**config.mk**
```make
export PLATFORM = sky130hd
export DESIGN_NAME = hv_stream_out
export DESIGN_NICKNAME = d
export VERILOG_FILES = /design/src/rtl/hpu_pkg.sv /design/src/rtl/hv_stream_out.sv
export SDC_FILE = /design/constraint.sdc
export NUM_CORES = 1
export LEC_CHECK = 0
export ABC_AREA = 1
export BUFFER_PORTS_ARGS = -buffer_cell sky130_fd_sc_hd__buf_4
export CELL_PAD_IN_SITES_DETAIL_PLACEMENT = 0
export CELL_PAD_IN_SITES_GLOBAL_PLACEMENT = 1
export CORE_AREA = 2 2 419 421
export DETAILED_ROUTE_END_ITERATION = 6
export DIE_AREA = 0 0 421 423
export HOLD_SLACK_MARGIN = 0.15
export PLACE_DENSITY_LB_ADDON = 0.2
export SYNTH_ARGS = -nofsm -noshare
export SYNTH_HDL_FRONTEND = slang
export SYNTH_SLANG_ARGS = --single-unit
```
**constraint.sdc**
```tcl
create_clock -name clk -period 35.9 [get_ports clk]
set_input_delay 1.795 -clock clk [delete_from_list [all_inputs] [get_ports clk]]
set_output_delay 1.795 -clock clk [all_outputs]
set_load 0.03 [all_outputs]
```
**src/rtl/hpu_pkg.sv**
```systemverilog
// Shared types and helpers for the hypervector processing unit.
package hpu_pkg;

  // Width of one beat on the output stream toward the DMA.
  localparam int WORD_W = 32;

  // Output serializer states.
  typedef enum logic {
    IDLE = 1'b0,
    SEND = 1'b1
  } hv_out_state_t;

  // Beats needed to carry a hypervector whose MSB index is dim.
  function automatic int calc_nwords(input int dim);
    return (dim + 1) / WORD_W;
  endfunction

endpackage

```
**src/rtl/hv_stream_out.sv**
```systemverilog
// Hypervector output serializer: snapshots the binarized sign vector on start
// and streams it out as WORD_W-bit beats with valid/ready flow control.
module hv_stream_out
  import hpu_pkg::*;
#(
  parameter int DIM = 1023
) (
  input  logic              clk,
  input  logic              rst,
  input  logic [DIM:0]      sign_bit,
  input  logic              start,
  output logic              dst_valid,
  input  logic              dst_ready,
  output logic [WORD_W-1:0] dst_data,
  output logic              dst_last,
  output logic              busy,
  output logic              done,
  output logic              overrun
);

  localparam int NWORDS = calc_nwords(DIM);
  localparam int IDX_W  = (NWORDS > 1) ? $clog2(NWORDS) : 1;
  localparam logic [IDX_W-1:0] LAST_IDX = IDX_W'(NWORDS - 1);

  // The vector must split into whole beats; stop elaboration otherwise.
  if (((DIM + 1) % WORD_W) != 0) begin : g_bad_dim
    $error("hv_stream_out: DIM+1 (%0d) must be a multiple of %0d", DIM + 1, WORD_W);
  end

  hv_out_state_t                   state_q, state_d;
  logic [IDX_W-1:0]                idx_q, idx_d, idx_inc;
  logic [NWORDS-1:0][WORD_W-1:0]   shadow_q;
  logic [WORD_W-1:0]               data_q, data_d;
  logic                            last_q, last_d;
  logic                            done_q, done_d;
  logic                            overrun_q, overrun_d;
  logic                            hs, final_hs, accept;

  // Next-state and next-output decode; every output is registered so
  // dst_ready never reaches dst_valid or dst_data combinationally.
  always_comb begin
    // NOTE: every variable gets a default before any branch so no latch is inferred.
    state_d   = state_q;
    idx_d     = idx_q;
    data_d    = data_q;
    last_d    = last_q;
    hs        = (state_q == SEND) && dst_ready;
    final_hs  = hs && last_q;
    accept    = start && ((state_q == IDLE) || final_hs);
    idx_inc   = idx_q + 1'b1;
    done_d    = final_hs;
    overrun_d = start && !accept;

    if (accept) begin
      // New vector: word 0 comes straight from the input since the shadow
      // copy only lands at this same edge.
      state_d = SEND;
      idx_d   = '0;
      data_d  = sign_bit[WORD_W-1:0];
      last_d  = (NWORDS == 1);
    end else if (final_hs) begin
      state_d = IDLE;
      data_d  = '0;
      last_d  = 1'b0;
    end else if (hs) begin
      idx_d  = idx_inc;
      data_d = shadow_q[idx_inc];
      last_d = (idx_inc == LAST_IDX);
    end
  end

  // Control and output registers, cleared by synchronous reset.
  always_ff @(posedge clk) begin
    // NOTE: sequential state uses non-blocking assignments so all registers update together.
    if (rst) begin
      state_q   <= IDLE;
      idx_q     <= '0;
      data_q    <= '0;
      last_q    <= 1'b0;
      done_q    <= 1'b0;
      overrun_q <= 1'b0;
    end else begin
      state_q   <= state_d;
      idx_q     <= idx_d;
      data_q    <= data_d;
      last_q    <= last_d;
      done_q    <= done_d;
      overrun_q <= overrun_d;
    end
  end

  // Snapshot of the sign vector taken on every accepted start.
  always_ff @(posedge clk) begin
    // NOTE: the wide shadow register has no reset; it is always loaded before it is read.
    if (accept) shadow_q <= sign_bit;
  end

  assign dst_valid = (state_q == SEND);
  assign busy      = (state_q == SEND);
  assign dst_data  = data_q;
  assign dst_last  = last_q;
  assign done      = done_q;
  assign overrun   = overrun_q;

endmodule

```
==> flow_metrics.py, run 1 <==
metrics = {
    "power": {
        "intPower_mw": 2.33,
        "p_seq_share_pct": 47.4,
        "p_comb_share_pct": 9.7,
        "sw_frac_of_total_pct": 24.7,
        "vdd_drop_max_uv": 42.1,
        "p_per_area_nw_per_um2": 53.8,
        "p_sw_uw": 766,
        "p_leak_nw": 23.3,
        "clock_power_share_pct": 43.0,
    },
    "synth": {
        "avgSynthCellArea_um2": 11.5,
        "synth.cell_area_um2": 43000,
        "yosysTopAreaCell": "edfxtp_1",
        "synth_seq_cells": 1065,
        "ys_warn_count": 0,
        "ys_seq_area_share_pct": 73.4,
        "postSynthCellCount": 3745,
        "yosys-top-cells-area": "edfxtp_1 71%, nand2_1 13%, nand3_1 9.7%",
        "synth_top_area_share_pct": 71.4,
        "yosysUniqueCellTypes": 22,
        "syn_nets": 4775,
    },
    "clock_network": {
        "clock_path_buffers": 3,
        "cts_tree": "built",
        "cts-root-buf": "clkbuf_16",
        "cts.htree.levels": 4,
        "cts_hold_buffers": 0,
        "cts_buffers": 133,
        "cts.sinks": 1065,
        "clk_pin_slew_ps": 60,
        "post_cts_buffers": 0,
        "cts.repair.resized": 0,
        "clkLatencyLatePin_ps": 810,
    },
    "hold_path": {
        "hp-start": "idx_q[4]",
        "min_to": "idx_q[4]",
        "hold_path_depth": 2,
        "hold_path.class": "reg -> reg",
    },
    "placement": {
        "dp_hpwl_mm": 138,
        "gp_congestion": 0.847,
        "port_buffers": 1064,
    },
    "layout": {
        "drive_gt1_share_pct": 26.8,
        "area_growth_pct": 33.7,
        "layout_common_cells": "1,513 x nand2_1, 1,100 x buf_4, 1,024 x edfxtp_1",
        "finalCoreUtilization_pct": 33.2,
        "layout_commonest_cell": "nand2_1",
        "final_net_count": 5784,
        "fillers": 17785,
    },
    "worst_setup_path": {
        "critPathCaptureType": "flip-flop",
        "r2r-start": "busy",
        "critical_path_arrival_ps": 8610,
        "worstSetupStartpointType": "primary input",
        "critPathMaxFanout": 165,
        "r2r.worst_path.cells": 12,
        "critical_path_class": "in -> reg",
        "critical_path_required_ps": 36330,
        "rrSetupSlack_ps": 28410,
        "timing.rr.end": "shadow_q[641]",
    },
    "global_route": {
        "grt_start_max_net_pins": 166,
        "grt_pass1_wl_mm": 257,
        "grt_pass1_vias": 31580,
        "track_usage_pct": 20.8,
        "antenna_found_initial": 43,
        "grt_overflow": 0,
    },
    "sta": {
        "fin_crit_ps": 8180,
        "drv_slew": 0,
        "finalSetupTns_ps": 0,
        "max_freq_ghz": 0.122,
        "worstMarginPinSlew_ps": 1090,
        "fin_crit_sh_pct": 22.8,
        "final-setup-viol-count": 0,
        "rsz0062_at_grt": "no",
        "hold_viol": 0,
        "slew_headroom_pct": 27.3,
        "skew_ps": 31.1,
    },
    "job": {
        "drv_cap": 0,
    },
    "detailed_routing": {
        "dr.pass1.iters": 6,
        "vias_per_cell": 4.49,
        "ant_nets": 0,
        "drt_iter0_drc": 2575,
        "vias": 32366,
        "drt-total-wl_mm": 191,
        "drc": 0,
        "routedWlPerCell_um": 26.5,
    },
    "floorplanning": {
        "coreArea_um2": 173000,
        "die_width_um": 421,
        "io_pins": 1065,
        "die_h_um": 423,
        "fp.dieArea_um2": 178000,
        "rows": 153,
        "initial_core_util_pct": 24.8,
    },
    "outcome": {
        "status": "complete, no violations",
    },
}
## how the worst max path moves through the flow
| stage | end | from |
|---|---|---|
| detailed placement | shadow_q[729] | dst_ready |
| global placement | shadow_q[729] | dst_ready |
| finish | shadow_q[641] | dst_ready |
| CTS | shadow_q[606] | dst_ready |
| floorplan | idx_q[0] | dst_ready |
| global route | shadow_q[641] | dst_ready |
## flip-flops by register name, summed over array words and instances, names as in the netlist
name	count
busy	1
idx_q	5
shadow_q	1024
dst_last	1
dst_data	32
overrun	1
done	1
## worst max-delay path: stages
cell and delay (ps):
buf_4 110, nand2_2 510, inv_2 210, nand2_1 110, nand2_1 130, nand2_2 50
buf_4 280, inv_8 720, buf_12 650, buf_4 830, buf_4 810, buf_4 950
buf_4 770
## cell families (layout without fill, tap and decap cells)
group           Yosys count  after routing  share of synthesized area [%]
flops                  1065           1065                           73.4
fa+ha+maj                 2              2                         0.0581
compound gates            8              8                          0.105
simple gates           2362           2362                           23.1
other cells               0             29                              0
buf+inv                 306           1419                           3.36
xor+xnor                  2              2                         0.0582
## power groups by stage
stage               Clock (mW)  Sequential, mW  Combinational, mW
floorplan                    0            1.53              0.115
CTS                       1.37            1.47              0.307
finish                    1.33            1.47              0.299
global placement             0            1.49              0.305
global route              1.41            1.47              0.326
detailed placement           0            1.49              0.306
## stage by stage
stage	area (um^2)	cells	worst slack (ps)	power (mW)	hold WS, ps
final	57500	7212	27720	3.10	552
after global routing	57500	7210	27300	3.21	590
after CTS	57500	7183	27790	3.14	556
after detailed placement	53200	6944	26890	1.80	539
after global placement	53200	6944	26970	1.80	534
after floorplan	43000	3745	20560	1.64	483
## layout make-up
type | instances | area [um^2] | area share, %
Tap cell | 2325 | 2910 | 5.06
Multi-Input combinational cell | 2374 | 10100 | 17.5
Timing Repair Buffer | 1105 | 8360 | 14.5
Sequential cell | 1065 | 31600 | 54.9
Antenna cell | 29 | 72.6 | 0.126
Clock inverter | 74 | 763 | 1.33
Inverter | 75 | 305 | 0.531
Clock buffer | 165 | 3490 | 6.07
## cells in the mapped netlist
library cell  instances
a21oi_1               5
buf_1                10
buf_2               169
buf_4                23
clkbuf_1             29
clkinv_1              9
dfxtp_1              41
edfxtp_1           1024
ha_1                  2
inv_1                59
inv_2                 7
nand2_1            1514
nand2_2               2
nand3_1             833
nand3_2               1
nor2_1                9
nor2_2                2
nor3_1                1
o211a_1               1
o21ai_0               2
xnor2_1               1
xnor2_2               1
## metal layers
metal  up-vias  global-route usage (%)  routed length, um
li1      15020                       -                  -
met1     16047                    25.7              78200
met2      1050                    35.7              97000
met3       237                    4.12               9690
met4        12                    7.95               6430
met5         -                       0                 80
(Power assumes the default switching activity.)
==> inputs of run 2 (changes only) <==
CORE_AREA = 2 2 417 419   (was 2 2 419 421)
DIE_AREA = 0 0 419 421   (was 0 0 421 423)
clock period = 6.85 ns   (was 35.9 ns; I/O delays follow)
==> flow_metrics.py, run 2 (same netlist as run 1, synthesis figures left out) <==
metrics = {
    "floorplanning": {
        "die_h_um": 421,
        "die_width_um": 419,
        "rows": 153,
        "coreArea_um2": 172000,
        "fp.dieArea_um2": 176000,
        "io_pins": 1065,
        "initial_core_util_pct": 25.0,
    },
    "layout": {
        "largest_reg_flops": 1024,
        "layout_commonest_cell": "nand2_1",
        "final_cells": 8255,
        "design_area_um2": 68000,
        "regMostFlops": "shadow_q",
        "layout_common_cells": "1,513 x nand2_1, 1,092 x buf_4, 1,027 x dlygate4sd3_1",
        "drive_gt1_share_pct": 22.3,
        "final_net_count": 6811,
        "area_growth_pct": 58.0,
    },
    "hold_path": {
        "hp-start": "sign_bit[307]",
        "min_to": "shadow_q[307]",
        "hold_path_depth": 2,
        "hold_path.class": "in -> reg",
    },
    "global_route": {
        "track_usage_pct": 22.3,
        "grt_pass1_vias": 37616,
        "antenna_found_initial": 57,
        "grt_pass1_wl_mm": 278,
        "grt_overflow": 0,
        "grt_start_max_net_pins": 173,
    },
    "power": {
        "p_seq_share_pct": 46.0,
        "vdd_drop_max_uv": 208,
        "clock_power_share_pct": 41.5,
        "p_comb_share_pct": 12.6,
        "p_leak_nw": 27.6,
        "p_per_area_nw_per_um2": 246,
        "intPower_mw": 12.6,
        "sw_frac_of_total_pct": 25.0,
        "p_sw_mw": 4.18,
    },
    "detailed_routing": {
        "vias": 36477,
        "routedWlPerCell_um": 24.4,
        "ant_nets": 0,
        "drc": 0,
        "topRoutingLayerUsed": "met5",
        "drt_iter0_drc": 2588,
        "dr.pass1.iters": 5,
        "m1WireLength_mm": 83.2,
        "drt-total-wl_mm": 201,
        "vias_per_cell": 4.42,
        "wl_met2_mm": 103,
        "met3WireLength_mm": 8.86,
    },
    "worst_setup_path": {
        "worstSetupStartpointType": "flip-flop",
        "slowest_delay_ps": 910,
        "critical_path_class": "reg -> reg",
        "critical_path_arrival_ps": 5250,
        "critPathCaptureType": "flip-flop",
        "timing.rr.end": "dst_data[11]",
        "r2r.worst_path.cells": 12,
        "r2r-start": "idx_q[0]",
        "cp_slowest_cell": "ha_4",
        "path_cells": "inv_8 -> ha_4 -> buf_12 -> nand3_1 -> nand3_1 -> nand2_1 -> nand2_1 -> nand2_1 -> nand2_1 -> nand3_1 -> nand2_1 -> inv_1",
        "critPathMaxFanout": 107,
        "path_common_cell": "nand2_1",
        "worstSetupStartpoint": "idx_q[0]",
        "critical_path_required_ps": 7520,
        "rrSetupSlack_ps": 2270,
    },
    "sta": {
        "whs_ps": 266,
        "timing.final.ws_setup_ps": 2270,
        "slew_headroom_pct": 31.5,
        "skew_ps": 31.6,
        "rsz0062_at_grt": "no",
        "fin_crit_ps": 4580,
        "drv_slew": 0,
        "worstMarginPinSlew_ps": 1030,
        "max_freq_ghz": 0.218,
        "finalSetupTns_ps": 0,
        "fin_crit_sh_pct": 66.8,
        "hold_viol": 0,
        "final-setup-viol-count": 0,
    },
    "clock_network": {
        "cts_tree": "built",
        "cts_buffers": 131,
        "cts.sinks": 1065,
        "clock_path_buffers": 3,
        "clk_pin_slew_ps": 60,
        "clkLatencyLatePin_ps": 790,
        "cts-root-buf": "clkbuf_16",
        "cts.htree.levels": 4,
    },
    "job": {
        "drv_cap": 0,
    },
    "outcome": {
        "status": "complete, no violations",
    },
    "placement": {
        "dp_cells": 6946,
        "place_ws_ps": 2150,
        "gp_congestion": 0.852,
        "dpl-instance-area_um2": 53400,
        "port_buffers": 1064,
        "dp_hpwl_mm": 141,
    },
}
[run 2: changes by cell type in the layout (fill, tap and decap cells not counted), moves of 3 or more]
cell	change
dlygate4sd3_1	+1027
diode_2	+16
buf_12	+10
buf_4	-8
clkinv_2	+5
clkbuf_1	-3
clkinv_1	-3
inv_6	-3
[run 2: repair_timing]
action | in CTS | in global routing
hold buffers | 1027 | 0
resized for setup | 0 | 0
setup buffers | 0 | 0
hold endpoints to repair | 1065 | 0
[run 2: per-stage QoR]
| step | util (%) | total power, mW |
|---|---|---|
| finish | 39.4 | 16.7 |
| global route | 39.4 | 17.3 |
| CTS | 39.4 | 16.9 |
| detailed placement | 30.9 | 9.42 |
| global placement | 30.9 | 9.42 |
| floorplan | - | 8.48 |
[run 2: area by class of cell]
cell class / instances / area, um^2
timing repair buffer: 2134 / 18800
fill: 16937 / 104000
clock buffer: 162 / 3470
tap: 2325 / 2910
antenna: 45 / 113
inverter: 75 / 305
sequential: 1065 / 31600
clock inverter: 75 / 771
multi-input combinational: 2374 / 10100
[run 2: power groups by stage]
stage / Clock [mW] / Combinational (mW) / Sequential [mW]
finish: 6.94 / 2.10 / 7.70
global route: 7.33 / 2.27 / 7.73
CTS: 7.10 / 2.14 / 7.70
detailed placement: 0 / 1.59 / 7.83
global placement: 0 / 1.59 / 7.83
floorplan: 0 / 0.604 / 7.88
[run 2: worst max-delay path by stage]
| stage | endpoint | slack [ps] | cells past startpoint |
|---|---|---|---|
| after detailed placement | dst_data[11] | 2150 | 12 |
| after CTS | dst_data[11] | 2120 | 12 |
| after global routing | dst_data[11] | 2010 | 12 |
| after floorplan | idx_q[0] | 170 | 10 |
| after global placement | dst_data[11] | 2070 | 12 |
| final | dst_data[11] | 2270 | 12 |
[run 2: metal layers]
layer  up-vias  GRT usage, %
li1      17092             -
met4         4          7.63
met2      1198          39.2
met5         -             0
met3       289          3.32
met1     17894          27.6
[run 2: worst max-delay path: cells and delay by family (launching register included)]
| family | cells | cell delay [ps] |
|---|---|---|
| adders and majority gates | 1 | 910 |
| DFF | 1 | 840 |
| and+or+nand+nor | 8 | 1440 |
| buffers and inverters | 3 | 870 |
